--- src/rtl/mem_arbiter_pkg.sv ---
// mem_arbiter_pkg
//   Shared types for the memory-port arbiter. word_t and mem_addr_t are the
//   same types the core already uses on its own memory interface. The other
//   types are the arbiter FSM state, the read-return owner tag and the
//   8-bit width of the wait/burst counters.
package mem_arbiter_pkg;

  typedef logic [31:0] word_t;
  typedef logic [1:0]  mem_addr_t;
  typedef logic [7:0]  cnt_t;

  typedef enum logic {ARB, D_BURST} arb_state_t;
  typedef enum logic {OWN_C, OWN_D} owner_t;

  localparam cnt_t CntSat = 8'hFF;

endpackage

--- src/rtl/mem_arbiter_if.sv ---
// mem_arbiter_if
//   Bundles every bus signal around the arbiter.
//   c_* : core requester (req/wren/addr/size/wdata in, gnt/rvalid/rdata out)
//   d_* : DMA/debug requester, same signals plus d_lock (hold ownership)
//   mem_*/memwrite_data/memread_data : the single synchronous memory port
//   Modport slave is the arbiter's view. Modport master is the combined view
//   of both requesters and the memory.
interface mem_arbiter_if;
  import mem_arbiter_pkg::*;

  logic      c_req;
  logic      c_wren;
  word_t     c_addr;
  mem_addr_t c_size;
  word_t     c_wdata;
  logic      c_gnt;
  logic      c_rvalid;
  word_t     c_rdata;

  logic      d_req;
  logic      d_wren;
  word_t     d_addr;
  mem_addr_t d_size;
  word_t     d_wdata;
  logic      d_lock;
  logic      d_gnt;
  logic      d_rvalid;
  word_t     d_rdata;

  word_t     mem_addr;
  logic      mem_rden;
  logic      mem_wren;
  mem_addr_t mem_size;
  word_t     memwrite_data;
  word_t     memread_data;

  modport slave (
    input  c_req, c_wren, c_addr, c_size, c_wdata,
    input  d_req, d_wren, d_addr, d_size, d_wdata, d_lock,
    input  memread_data,
    output c_gnt, c_rvalid, c_rdata,
    output d_gnt, d_rvalid, d_rdata,
    output mem_addr, mem_rden, mem_wren, mem_size, memwrite_data
  );

  modport master (
    output c_req, c_wren, c_addr, c_size, c_wdata,
    output d_req, d_wren, d_addr, d_size, d_wdata, d_lock,
    output memread_data,
    input  c_gnt, c_rvalid, c_rdata,
    input  d_gnt, d_rvalid, d_rdata,
    input  mem_addr, mem_rden, mem_wren, mem_size, memwrite_data
  );

endinterface

--- src/rtl/mem_arbiter.sv ---
// mem_arbiter
//   Shares one synchronous memory port between the core (C) and a DMA/debug
//   loader (D). C has fixed priority. D wins a contested cycle once it has
//   been denied MAX_WAIT cycles in a row. D may hold the port for up to
//   MAX_BURST consecutive grants by asserting d_lock.
//   Ports:
//     clk  - clock
//     rst  - synchronous active-high reset
//     bus  - mem_arbiter_if.slave: requester handshakes and the memory port
//   Grants and mem_* outputs are combinational, so an uncontested request
//   sees no added latency. Read data is returned one cycle after the grant.
module mem_arbiter
  import mem_arbiter_pkg::*;
#(
  parameter int unsigned MAX_WAIT  = 8,
  parameter int unsigned MAX_BURST = 4
) (
  input  logic clk,
  input  logic rst,
  mem_arbiter_if.slave bus
);

  localparam cnt_t MaxWaitC  = cnt_t'(MAX_WAIT);
  localparam cnt_t MaxBurstC = cnt_t'(MAX_BURST);

  arb_state_t state_q, state_d;
  cnt_t       waitCnt_q, waitCnt_d;
  cnt_t       burstCnt_q, burstCnt_d;
  logic       rdPend_q, rdPend_d;
  owner_t     rdOwner_q, rdOwner_d;

  logic       dWin;
  logic       cGnt;
  logic       dGnt;
  cnt_t       burstNext;

  // Decide who owns the port this cycle. Inside a burst D keeps the port
  // whenever it still requests. Otherwise C wins unless D has waited long
  // enough. Reset blocks every grant so nothing reaches memory while the
  // state is being cleared.
  always_comb begin
    dWin = 1'b0;
    if (state_q == D_BURST) begin
      dWin = bus.d_req;
    end else begin
      dWin = bus.d_req & (!bus.c_req | (waitCnt_q >= MaxWaitC));
    end
    dGnt = dWin & !rst;
    cGnt = bus.c_req & !dWin & !rst;
  end

  assign bus.c_gnt = cGnt;
  assign bus.d_gnt = dGnt;

  // Drive the memory port from whichever requester owns it. The port is
  // held at all zeros when nobody owns it.
  always_comb begin
    bus.mem_addr      = '0;
    bus.mem_rden      = 1'b0;
    bus.mem_wren      = 1'b0;
    bus.mem_size      = '0;
    bus.memwrite_data = '0;
    if (cGnt) begin
      bus.mem_addr      = bus.c_addr;
      bus.mem_rden      = !bus.c_wren;
      bus.mem_wren      = bus.c_wren;
      bus.mem_size      = bus.c_size;
      bus.memwrite_data = bus.c_wdata;
    end else if (dGnt) begin
      bus.mem_addr      = bus.d_addr;
      bus.mem_rden      = !bus.d_wren;
      bus.mem_wren      = bus.d_wren;
      bus.mem_size      = bus.d_size;
      bus.memwrite_data = bus.d_wdata;
    end
  end

  // Next-state logic for the starvation counter, the burst FSM and the
  // read-return tracker. A granted D access always clears the wait count.
  // So after any burst exit the next arbitration cycle starts from zero
  // and C wins if it is waiting.
  always_comb begin
    state_d    = state_q;
    burstCnt_d = burstCnt_q;
    burstNext  = burstCnt_q + 8'd1;

    if (bus.d_req && !dGnt) begin
      waitCnt_d = (waitCnt_q == CntSat) ? waitCnt_q : waitCnt_q + 8'd1;
    end else begin
      waitCnt_d = '0;
    end

    case (state_q)
      ARB: begin
        if (dGnt && bus.d_lock && (8'd1 < MaxBurstC)) begin
          state_d    = D_BURST;
          burstCnt_d = 8'd1;
        end else begin
          burstCnt_d = '0;
        end
      end
      D_BURST: begin
        if (!bus.d_req || !bus.d_lock || (burstNext >= MaxBurstC)) begin
          state_d    = ARB;
          burstCnt_d = '0;
        end else begin
          burstCnt_d = burstNext;
        end
      end
      default: begin
        state_d    = ARB;
        burstCnt_d = '0;
      end
    endcase

    rdPend_d  = (cGnt & !bus.c_wren) | (dGnt & !bus.d_wren);
    rdOwner_d = dGnt ? OWN_D : OWN_C;
  end

  // State registers. Reset returns to plain arbitration with no read
  // outstanding.
  always_ff @(posedge clk) begin
    if (rst) begin
      state_q    <= ARB;
      waitCnt_q  <= '0;
      burstCnt_q <= '0;
      rdPend_q   <= 1'b0;
      rdOwner_q  <= OWN_C;
    end else begin
      state_q    <= state_d;
      waitCnt_q  <= waitCnt_d;
      burstCnt_q <= burstCnt_d;
      rdPend_q   <= rdPend_d;
      rdOwner_q  <= rdOwner_d;
    end
  end

  // Read data goes to both requesters unchanged. Only the owner of the
  // outstanding read sees rvalid. A reset in the return cycle squashes it.
  assign bus.c_rvalid = rdPend_q & (rdOwner_q == OWN_C) & !rst;
  assign bus.d_rvalid = rdPend_q & (rdOwner_q == OWN_D) & !rst;
  assign bus.c_rdata  = bus.memread_data;
  assign bus.d_rdata  = bus.memread_data;

endmodule

--- src/flat_wrapper.sv ---
// flat-port wrapper written by rule: the top's interface ports become plain ports
module mem_arbiter_flat import mem_arbiter_pkg::*;
#(
  parameter int unsigned MAX_WAIT  = 8,
  parameter int unsigned MAX_BURST = 4
)
  (clk, rst, bus_c_req, bus_c_wren, bus_c_addr, bus_c_size, bus_c_wdata, bus_d_req, bus_d_wren, bus_d_addr, bus_d_size, bus_d_wdata, bus_d_lock, bus_memread_data, bus_c_gnt, bus_c_rvalid, bus_c_rdata, bus_d_gnt, bus_d_rvalid, bus_d_rdata, bus_mem_addr, bus_mem_rden, bus_mem_wren, bus_mem_size, bus_memwrite_data);
  mem_arbiter_if bus_i ();
  input  logic clk;
  input  logic rst;
  input wire logic [$bits(bus_i.c_req)-1:0] bus_c_req;
  input wire logic [$bits(bus_i.c_wren)-1:0] bus_c_wren;
  input wire logic [$bits(bus_i.c_addr)-1:0] bus_c_addr;
  input wire logic [$bits(bus_i.c_size)-1:0] bus_c_size;
  input wire logic [$bits(bus_i.c_wdata)-1:0] bus_c_wdata;
  input wire logic [$bits(bus_i.d_req)-1:0] bus_d_req;
  input wire logic [$bits(bus_i.d_wren)-1:0] bus_d_wren;
  input wire logic [$bits(bus_i.d_addr)-1:0] bus_d_addr;
  input wire logic [$bits(bus_i.d_size)-1:0] bus_d_size;
  input wire logic [$bits(bus_i.d_wdata)-1:0] bus_d_wdata;
  input wire logic [$bits(bus_i.d_lock)-1:0] bus_d_lock;
  input wire logic [$bits(bus_i.memread_data)-1:0] bus_memread_data;
  output wire logic [$bits(bus_i.c_gnt)-1:0] bus_c_gnt;
  output wire logic [$bits(bus_i.c_rvalid)-1:0] bus_c_rvalid;
  output wire logic [$bits(bus_i.c_rdata)-1:0] bus_c_rdata;
  output wire logic [$bits(bus_i.d_gnt)-1:0] bus_d_gnt;
  output wire logic [$bits(bus_i.d_rvalid)-1:0] bus_d_rvalid;
  output wire logic [$bits(bus_i.d_rdata)-1:0] bus_d_rdata;
  output wire logic [$bits(bus_i.mem_addr)-1:0] bus_mem_addr;
  output wire logic [$bits(bus_i.mem_rden)-1:0] bus_mem_rden;
  output wire logic [$bits(bus_i.mem_wren)-1:0] bus_mem_wren;
  output wire logic [$bits(bus_i.mem_size)-1:0] bus_mem_size;
  output wire logic [$bits(bus_i.memwrite_data)-1:0] bus_memwrite_data;
  assign bus_i.c_req = bus_c_req;
  assign bus_i.c_wren = bus_c_wren;
  assign bus_i.c_addr = bus_c_addr;
  assign bus_i.c_size = bus_c_size;
  assign bus_i.c_wdata = bus_c_wdata;
  assign bus_i.d_req = bus_d_req;
  assign bus_i.d_wren = bus_d_wren;
  assign bus_i.d_addr = bus_d_addr;
  assign bus_i.d_size = bus_d_size;
  assign bus_i.d_wdata = bus_d_wdata;
  assign bus_i.d_lock = bus_d_lock;
  assign bus_i.memread_data = bus_memread_data;
  assign bus_c_gnt = bus_i.c_gnt;
  assign bus_c_rvalid = bus_i.c_rvalid;
  assign bus_c_rdata = bus_i.c_rdata;
  assign bus_d_gnt = bus_i.d_gnt;
  assign bus_d_rvalid = bus_i.d_rvalid;
  assign bus_d_rdata = bus_i.d_rdata;
  assign bus_mem_addr = bus_i.mem_addr;
  assign bus_mem_rden = bus_i.mem_rden;
  assign bus_mem_wren = bus_i.mem_wren;
  assign bus_mem_size = bus_i.mem_size;
  assign bus_memwrite_data = bus_i.memwrite_data;
  mem_arbiter #(.MAX_WAIT(MAX_WAIT), .MAX_BURST(MAX_BURST)) u_core (.clk(clk), .rst(rst), .bus(bus_i));
endmodule
--- config.mk ---
export PLATFORM = sky130hd
export DESIGN_NAME = mem_arbiter_flat
export DESIGN_NICKNAME = d
export VERILOG_FILES = /design/src/rtl/mem_arbiter_pkg.sv /design/src/rtl/mem_arbiter_if.sv /design/src/rtl/mem_arbiter.sv /design/src/flat_wrapper.sv
export SDC_FILE = /design/constraint.sdc
export NUM_CORES = 1
export LEC_CHECK = 0
export ABC_AREA = 1
export CORE_AREA = 8 8 112 114
export DETAILED_ROUTE_END_ITERATION = 16
export DIE_AREA = 0 0 120 122
export PLACE_DENSITY = 0.7
export SETUP_SLACK_MARGIN = 0.4
export SLEW_MARGIN = 25
export SYNTH_ARGS = -nofsm -noshare
export SYNTH_HDL_FRONTEND = slang
export SYNTH_SLANG_ARGS = --single-unit
--- constraint.sdc ---
create_clock -name clk -period 2 [get_ports clk]
set_clock_uncertainty 0.1 [all_clocks]
set_input_delay 0.3 -clock clk [delete_from_list [all_inputs] [get_ports clk]]
set_output_delay 0.3 -clock clk [all_outputs]
set_load 0.005 [all_outputs]
# Yosys cells after proc, flatten, opt, wreduce, memory -nomap -nowiden
# Index checks and enable logic that the tools add are counted.
# totals
register_bits	19
output_inout_bits	136
# classes
addsub	2
magnitude_cmp	2
eq_ne	1
muxes	18
bitwise	15
reduce_logical	13
# ops
cell	count
$mux 32	4
$add 8x1->8 const B	2
$pmux 8 s2	1
$and 1x1->1	10
$mux 1	9
$eq 8x8->1 const B	1
$ge 8x3->1 const B	1
$ge 8x4->1 const B	1
$logic_not 1->1	8
$mux 8	1
$mux 2	2
$not 1->1	3
$logic_and 1x1->1	2
$logic_or 1x1->1	2
$or 1x1->1	2
$pmux 1 s2	1
$reduce_or 2->1	1

# Longest topological paths before layout
# logic_depth
word_depth	9
depth_mapped	11
depth_no_buf	9

# Worst setup path after synthesis
# OpenSTA, ideal clock, no wires.
# synth_timing
kind	reg2out
from	register u_core.waitCnt_q[4]
to	output bus_mem_addr[10]
arrival_ps	1126
required_time_ps	1600
setup_slack_ps	474
path_stages_with_launch	11
path_cell_list	dfxtp_1 nor2_1 nand2_1 nor2_2 inv_2 nand2_4 inv_2 buf_6 buf_6 nand2_1 nand2_1
# synth_between
elab_chain_cells	8
elab_cells_between_ends	10
cone_classes	order compare (1); mux (3); bitwise (5); reduce/logical (1)
# synth_rtl
item	line	source
from (decl)	mem_arbiter.sv:27	cnt_t waitCnt_q, waitCnt_d;
from (signal assigned)	mem_arbiter.sv:131	waitCnt_q <= waitCnt_d;
$ge 8x4->1 *	mem_arbiter.sv:46	dWin = bus.d_req & (!bus.c_req | (waitCnt_q >= MaxWaitC));
$or 1x1->1 *	mem_arbiter.sv:46	
$and 1x1->1 *	mem_arbiter.sv:46	
$mux 1 *	mem_arbiter.sv:43	if (state_q == D_BURST) begin
$logic_not 1->1	mem_arbiter.sv:49	cGnt = bus.c_req & !dWin & !rst;
$and 1x1->1 (2 in series)	mem_arbiter.sv:49	
$mux 32 *	mem_arbiter.sv:63	if (cGnt) begin
to (decl)	flat_wrapper.sv:29	output wire logic [$bits(bus_i.mem_addr)-1:0] bus_mem_addr;
# Mark *: on every way between the ends. The rest lies on a longest branch, timed or not.

# Worst setup path after layout
# layout_timing
from	register u_core.waitCnt_q[7]
to	output bus_memwrite_data[16]
# layout_between
elab_chain_cells	8
elab_cells_between_ends	10
cone_classes	order compare (1); mux (3); bitwise (5); reduce/logical (1)
# layout_rtl
item	line	source
$ge 8x4->1 *	mem_arbiter.sv:46	
$or 1x1->1 *	mem_arbiter.sv:46	
$and 1x1->1 *	mem_arbiter.sv:46	
$mux 1 *	mem_arbiter.sv:43	
$logic_not 1->1	mem_arbiter.sv:49	
$and 1x1->1 (2 in series)	mem_arbiter.sv:49	
$mux 32 *	mem_arbiter.sv:63	
to (decl)	flat_wrapper.sv:33	output wire logic [$bits(bus_i.memwrite_data)-1:0] bus_memwrite_data;
# Marked as above.

==> flow_summary.ini <==
[cts]
root_buffer = clkbuf_8
numCtsBuffers = 3
cts_sinks = 19
clock_latency_ns = 0.25
cts_tree = done
path_clk_slew_ns = 0.07
htreeDepth = 1
clockBufferDepth = 2

[synth]
synth_top_family_by_area = simple AND/OR/NAND/NOR gates
synth_adder_area_share_pct = 1.70
syn-cell-area_um2 = 2200
yosys_warnings = 0
synth_cell_type_count = 20
synthSimpleGateAreaFrac_pct = 49.0
synth_seq_area_share_pct = 17.3
synth_compound_area_share_pct = 1.25
avgSynthCellArea_um2 = 5.71
synth_xor_area_share_pct = 0
yosys_register_bits = 19
syn_inst = 386
synthMuxAreaShare_pct = 0

[critical_path]
r2r-end = u_core.rdPend_q$_SDFF_PP0_
r2r_start = u_core.state_q$_SDFF_PP0_
endpoint_kind = output pin
required_ns = 1.60
worst_setup_path_start_kind = register
critPathMaxFanout = 5
arrival_ns = 1.83
worstSetupPathType = register to output pin
r2r_slack_ns = 0.55
r2r_cells = 10

[detailed_routing]
drt-wirelength-per-cell_um = 20.3
met2_length_mm = 8.11
met1Wirelength_mm = 5.61
totalWireLength_mm = 15.6
dr.max_layer_used = met4
drtAntennaViolNets = 0
drt-pass1-iter-count = 4
routed-wl-met3_mm = 1.43
vias_per_cell = 4.47
drtIter0Drc = 172
drc = 0
num_vias = 3426

[layout]
area_delta_synth_final_pct = 159
final_common_cell = clkdlybuf4s50_1
post-route-util_pct = 53.3
drive_gt1_share_pct = 48.3
final_cells = 767
antenna_cells = 0
layout.nets = 802
nFillCells = 959
final_cell_mix = clkdlybuf4s50_1, nand2_1, nand2_2
postLayoutCellArea_um2 = 5700

[grt]
antenna_found_initial = 0
grt_pass1_wl_mm = 21.3
track_usage_pct = 18.6
overflow = 0
grt_max_degree = 16
grt_pass1_vias = 3582

[sta]
rsz0062_at_grt = true
max_freq_mhz = 448
final.setup.worst_slack_ns = -0.232
period_minus_slack_ns = 2.23
finalMaxSlewViolations = 0
setup_violations = 68
fin_crit_sh_pct = 112
hold_violations = 0

[floorplanning]
dieArea_um2 = 14600
die_h_um = 122
pin_count = 307
fp-row-count = 38
die_w_um = 120
core_um2 = 10700
initial_core_util_pct = 20.6

[hold_path]
worstHoldStart = u_core.waitCnt_q[0]$_SDFFE_PP0P_
holdPathEnd = u_core.waitCnt_q[0]$_SDFFE_PP0P_
holdPathStages = 1
hp-class = register to register

[place]
dpl.hpwl_mm = 9.45
gp_congestion = 0.834
dp_cells = 675
post-place-ws_ns = -0.620
io_buffers = 210
place_area_um2 = 4100

[pwr]
ir_worst_vdd_mv = 0.281
p_leak_uw = 0.00287
p_per_area_nw_per_um2 = 308

[status]
status = complete, but fails checks
violations = negative setup slack

[flow_run]
maxCapViolations = 0
synth_stat cells:
master	n	share of area [%]
nand3b_1	2	0.68
nand2_4	2	1.0
ha_1	3	1.7
clkbuf_1	4	0.68
inv_1	15	2.6
dfxtp_1	19	17
inv_2	3	0.51
nor3_1	3	0.68
nand3_1	73	17
buf_2	12	2.7
nand2_1	156	27
o21bai_1	1	0.34
o21ai_0	3	0.68
conb_1	1	0.17
a21oi_1	1	0.23
nor2_2	1	0.28
nand4_1	1	0.28
buf_4	65	22
nor2_1	17	2.9
buf_6	4	2.0
critical path, cell delays in order (launching register included):
cell     delay (ns)
dfxtp_2        0.32
nor2_1         0.09
nand2_1        0.07
nor2_2         0.13
inv_2          0.09
nand2_4        0.10
inv_8          0.05
buf_6          0.11
buf_12         0.13
buf_12         0.12
buf_16         0.13
nand2_2        0.06
nand2_2        0.04
buf_2          0.12
stage by stage:
step / hold slack (ns) / total power (µW) / setup TNS (ns)
global placement: 0.361 / 1110 / -37.25
CTS: 0.395 / 1640 / -7.68
floorplan: 0.311 / 694 / 0
global route: 0.431 / 1850 / -16.50
detailed placement: 0.379 / 1110 / -38.02
finish: 0.391 / 1760 / -9.01
power by group:
| part | switching, µW | internal, µW |
|---|---|---|
| clock network | 125 | 140 |
| registers | 8.84 | 394 |
| logic | 411 | 679 |
cells by family (layout without fill, tap and decap cells):
kind of cell	Yosys count	after routing
AO/OA/AOI/OAI	5	5
flip-flops	19	19
other	1	10
buffers and inverters	103	335
adder cells (fa/ha/maj)	3	3
AND/OR/NAND/NOR	255	255
cell type report:
cell class / count / area [µm²] / area share, %
Clock inverter: 1 / 7.51 / 0.132
Timing Repair Buffer: 313 / 3330 / 58.4
Tap cell: 140 / 175 / 3.07
Clock buffer: 3 / 41.3 / 0.724
Multi-Input combinational cell: 273 / 1690 / 29.6
Inverter: 18 / 75.1 / 1.32
Sequential cell: 19 / 385 / 6.76
worst max path at each step:
stage	endpoint	startpoint	slack [ns]	cells past startpoint
finish	bus_memwrite_data[16]	u_core.waitCnt_q[7]$_SDFFE_PP0P_	-0.23	13
global route	bus_memwrite_data[4]	u_core.waitCnt_q[7]$_SDFFE_PP0P_	-0.34	13
CTS	bus_memwrite_data[28]	u_core.waitCnt_q[3]$_SDFFE_PP0P_	-0.25	13
detailed placement	bus_mem_addr[16]	bus_c_req	-0.62	11
global placement	bus_mem_addr[16]	bus_c_req	-0.60	11
floorplan	bus_mem_addr[10]	u_core.waitCnt_q[4]$_SDFFE_PP0P_	0.47	10
sequential cells by signal (all words and copies together) (netlist names):
| register | count |
|---|---|
| u_core.state_q | 1 |
| u_core.burstCnt_q | 8 |
| u_core.waitCnt_q | 8 |
| u_core.rdPend_q | 1 |
| u_core.rdOwner_q | 1 |
repair_timing:
item,in CTS,in global routing
hold buffers,0,0
endpoints found under the hold margin,0,0
gates cloned,14,1
gates resized for setup,403,108
pin swaps,35,29
setup endpoints to repair,72,71
setup buffers,58,15
layer usage:
metal,global-route usage [%],up-vias
li1,-,1620
met3,6.57,26
met5,0,-
met1,19.7,1563
met4,6.17,0
met2,33.9,217
Power figures use the tool's default switching activity.
==> edit: new RTL, same settings <==
Reset style: asynchronous (`rst`), changed in one clocked block. Comments in the files are not updated.
--- a/src/rtl/mem_arbiter.sv
+++ b/src/rtl/mem_arbiter.sv
@@ -121,3 +121,3 @@
   // outstanding.
-  always_ff @(posedge clk) begin
+  always_ff @(posedge clk or posedge rst) begin
     if (rst) begin
Formal check against the unedited RTL: same outputs for any inputs over 10 cycles, from zero or initial values and one cycle with rst high; that may be too few to reach the edited logic, so the function may still have changed.
==> edit against the unedited design <==
Largest cell class unchanged. Design area is 6.7% lower. Sequential cell count unchanged. Total power is 9.8% lower. Critical path type unchanged. Routed wire length is 13% lower. The flow still finishes with violations (setup timing). Via count shrank 8.8%. Setup slack better by 0.028 ns. Combinational power fell by 15%. Area after synthesis is 2.6% higher.
==> edit: results (changes against the unedited design) <==
* Register area share after synthesis at 0.210 (+0.0376)
* Static Leak at 2.81 nW (-2.1%)
* Layout cells sized above 1 at 0.442 (-0.0416)
* Max FO, Critical Path at 6 (+1)
* Placement Cell Area at 4170 um2 (+1.6%)
* Yosys warning count at 0 (unchanged)
* Most common flop cell mapped by yosys: dfrtp_1
* Synth area leaders: nand2_1, buf_4, dfrtp_1, nor2_1, nand2_2
* Status: finished, violations left
* Clk buf depth at 2 (unchanged)
* First-pass GRT wire length at 19.1 mm (-10%)
* Setup_tns at -9.67 ns (-0.667 ns)
* Dpl hpwl at 9.67 mm (+2.3%)
* H-tree depth at 1 (unchanged)
* R2R Path End: u_core.rdPend_q
* Pin count of the biggest net entering global routing at 19 (+3)
* Worst skew pair latency at 0.25 ns (about the same)
* Slowest stage delay, CP at 0.38 ns (+0.06 ns)
* Synth cell count leaders: nand2_1, buf_4, dfrtp_1, nor2_1, inv_1
* Via count at 3123 (-8.8%)
* Asr flop ratio synth at 1.00 (+1.00)
* CP arrival at 1.80 ns (-0.03 ns)
* # setup viols final at 69 (+1.5%)
* CP max stage cell: dfrtp_1
* Worst VDD drop at 0.205 mV (-27%)
* Largest regs: u_core.burstCnt_q x8, u_core.waitCnt_q x8
* Antenna Cells at 0 (unchanged)
* Failing checks: setup timing
* Unique masters post-synth at 21 (+5.0%)
* 1st-pass router iterations at 6 (+2)
* WL/cell at 18.6 um (-8.5%)
* GRT Total Usage at 0.167 (-0.0190)
* Root buffer cell: clkbuf_8
* Fill cells at 1010 (+5.3%)
* Fin. Hold Viols at 0 (unchanged)
* Nets at 766 (-4.5%)
* Clk slew on worst S/H paths at around 0.060 ns
* 1st-iter DRT viols at 123 (-28%)
* Initial antenna violation count at 0 (unchanged)
* Reg2Reg Depth at 11 (+1)
* Reg-to-Reg Start: u_core.waitCnt_q[7]
* Final GP Congestion at 0.827 (-0.85%)
* CTS Buf Count at 3 (unchanged)
* Vias in the first global route at 3292 (-8.1%)
* Critical path class: flip-flop to output port
* Max-slew violations at 0 (unchanged)
* Setup ws final at -0.204 ns (+0.0285 ns)
* Hold Path Class: input pin to asynchronous set/reset pin
* Reg2Reg Setup Slack at 0.30 ns (-0.25 ns)
* Crit-path leading delay family: buffers and inverters
* # port buffers at 210 (unchanged)
edit: stage by stage:
stage	hold WS (ns)	total power [W]	worst slack, ns	std cells
5_1_grt	0.315	0.00167	-0.304	731
4_1_cts	0.280	0.00149	-0.231	724
2_1_floorplan	0.0590	0.000682	0.385	393
3_5_place_dp	0.397	0.00109	-0.604	683
6_report	0.307	0.00159	-0.204	731
3_3_place_gp	0.389	0.00108	-0.562	683
edit: final cells by class:
class / instances / area [um2] / area share
tap: 140 / 175 / 0.0329
sequential: 19 / 475 / 0.0893
inverter: 16 / 78.8 / 0.0148
multi-input combinational: 280 / 1640 / 0.308
timing repair buffer: 272 / 2910 / 0.546
clock buffer: 4 / 45.0 / 0.00846
edit: power breakdown:
part / internal, W / leakage, nW / switching [W]
clock network: 0.000141 / 0.0228 / 0.000111
registers: 0.000399 / 0.248 / 0.0000109
logic: 0.000576 / 2.54 / 0.000347
total: 0.00112 / 2.81 / 0.000469
edit: tightest hold or removal path, delay by kind of cell:
family	cells	cell delay (ns)
buffers and inverters	6	0.71
edit: what timing repair did:
action | in CTS | in global routing
setup buffers | 23 | 5
pin swaps | 15 | 25
gates cloned | 14 | 2
endpoints found under the setup margin | 73 | 81
gates resized for setup | 402 | 106
edit: worst max-delay path by stage:
stage | startpoint | end | slack, ns
4_1_cts | u_core.waitCnt_q[7] | bus_mem_addr[30] | -0.23
5_1_grt | u_core.waitCnt_q[5] | bus_mem_size[0] | -0.30
2_1_floorplan | rst | bus_mem_rden | 0.39
6_report | u_core.waitCnt_q[7] | bus_mem_size[0] | -0.20
3_3_place_gp | bus_c_req | bus_memwrite_data[18] | -0.56
3_5_place_dp | bus_c_req | bus_memwrite_data[2] | -0.60
edit: cells by family after synthesis:
kind of cell	Yosys count	share of synthesized area
simple gates	254	0.445
buf+inv	94	0.282
flops	19	0.210
compound gates	13	0.0288
xor+xnor	4	0.0155
fa+ha+maj	3	0.0166
other cells	1	0.00166
edit: layer usage:
layer / vias up / routed length (um) / global-route usage
met5: - / 0 / 0
met4: 0 / 204 / 0.0375
met2: 217 / 7080 / 0.311
met1: 1378 / 4680 / 0.165
met3: 18 / 1610 / 0.0805
li1: 1510 / - / -
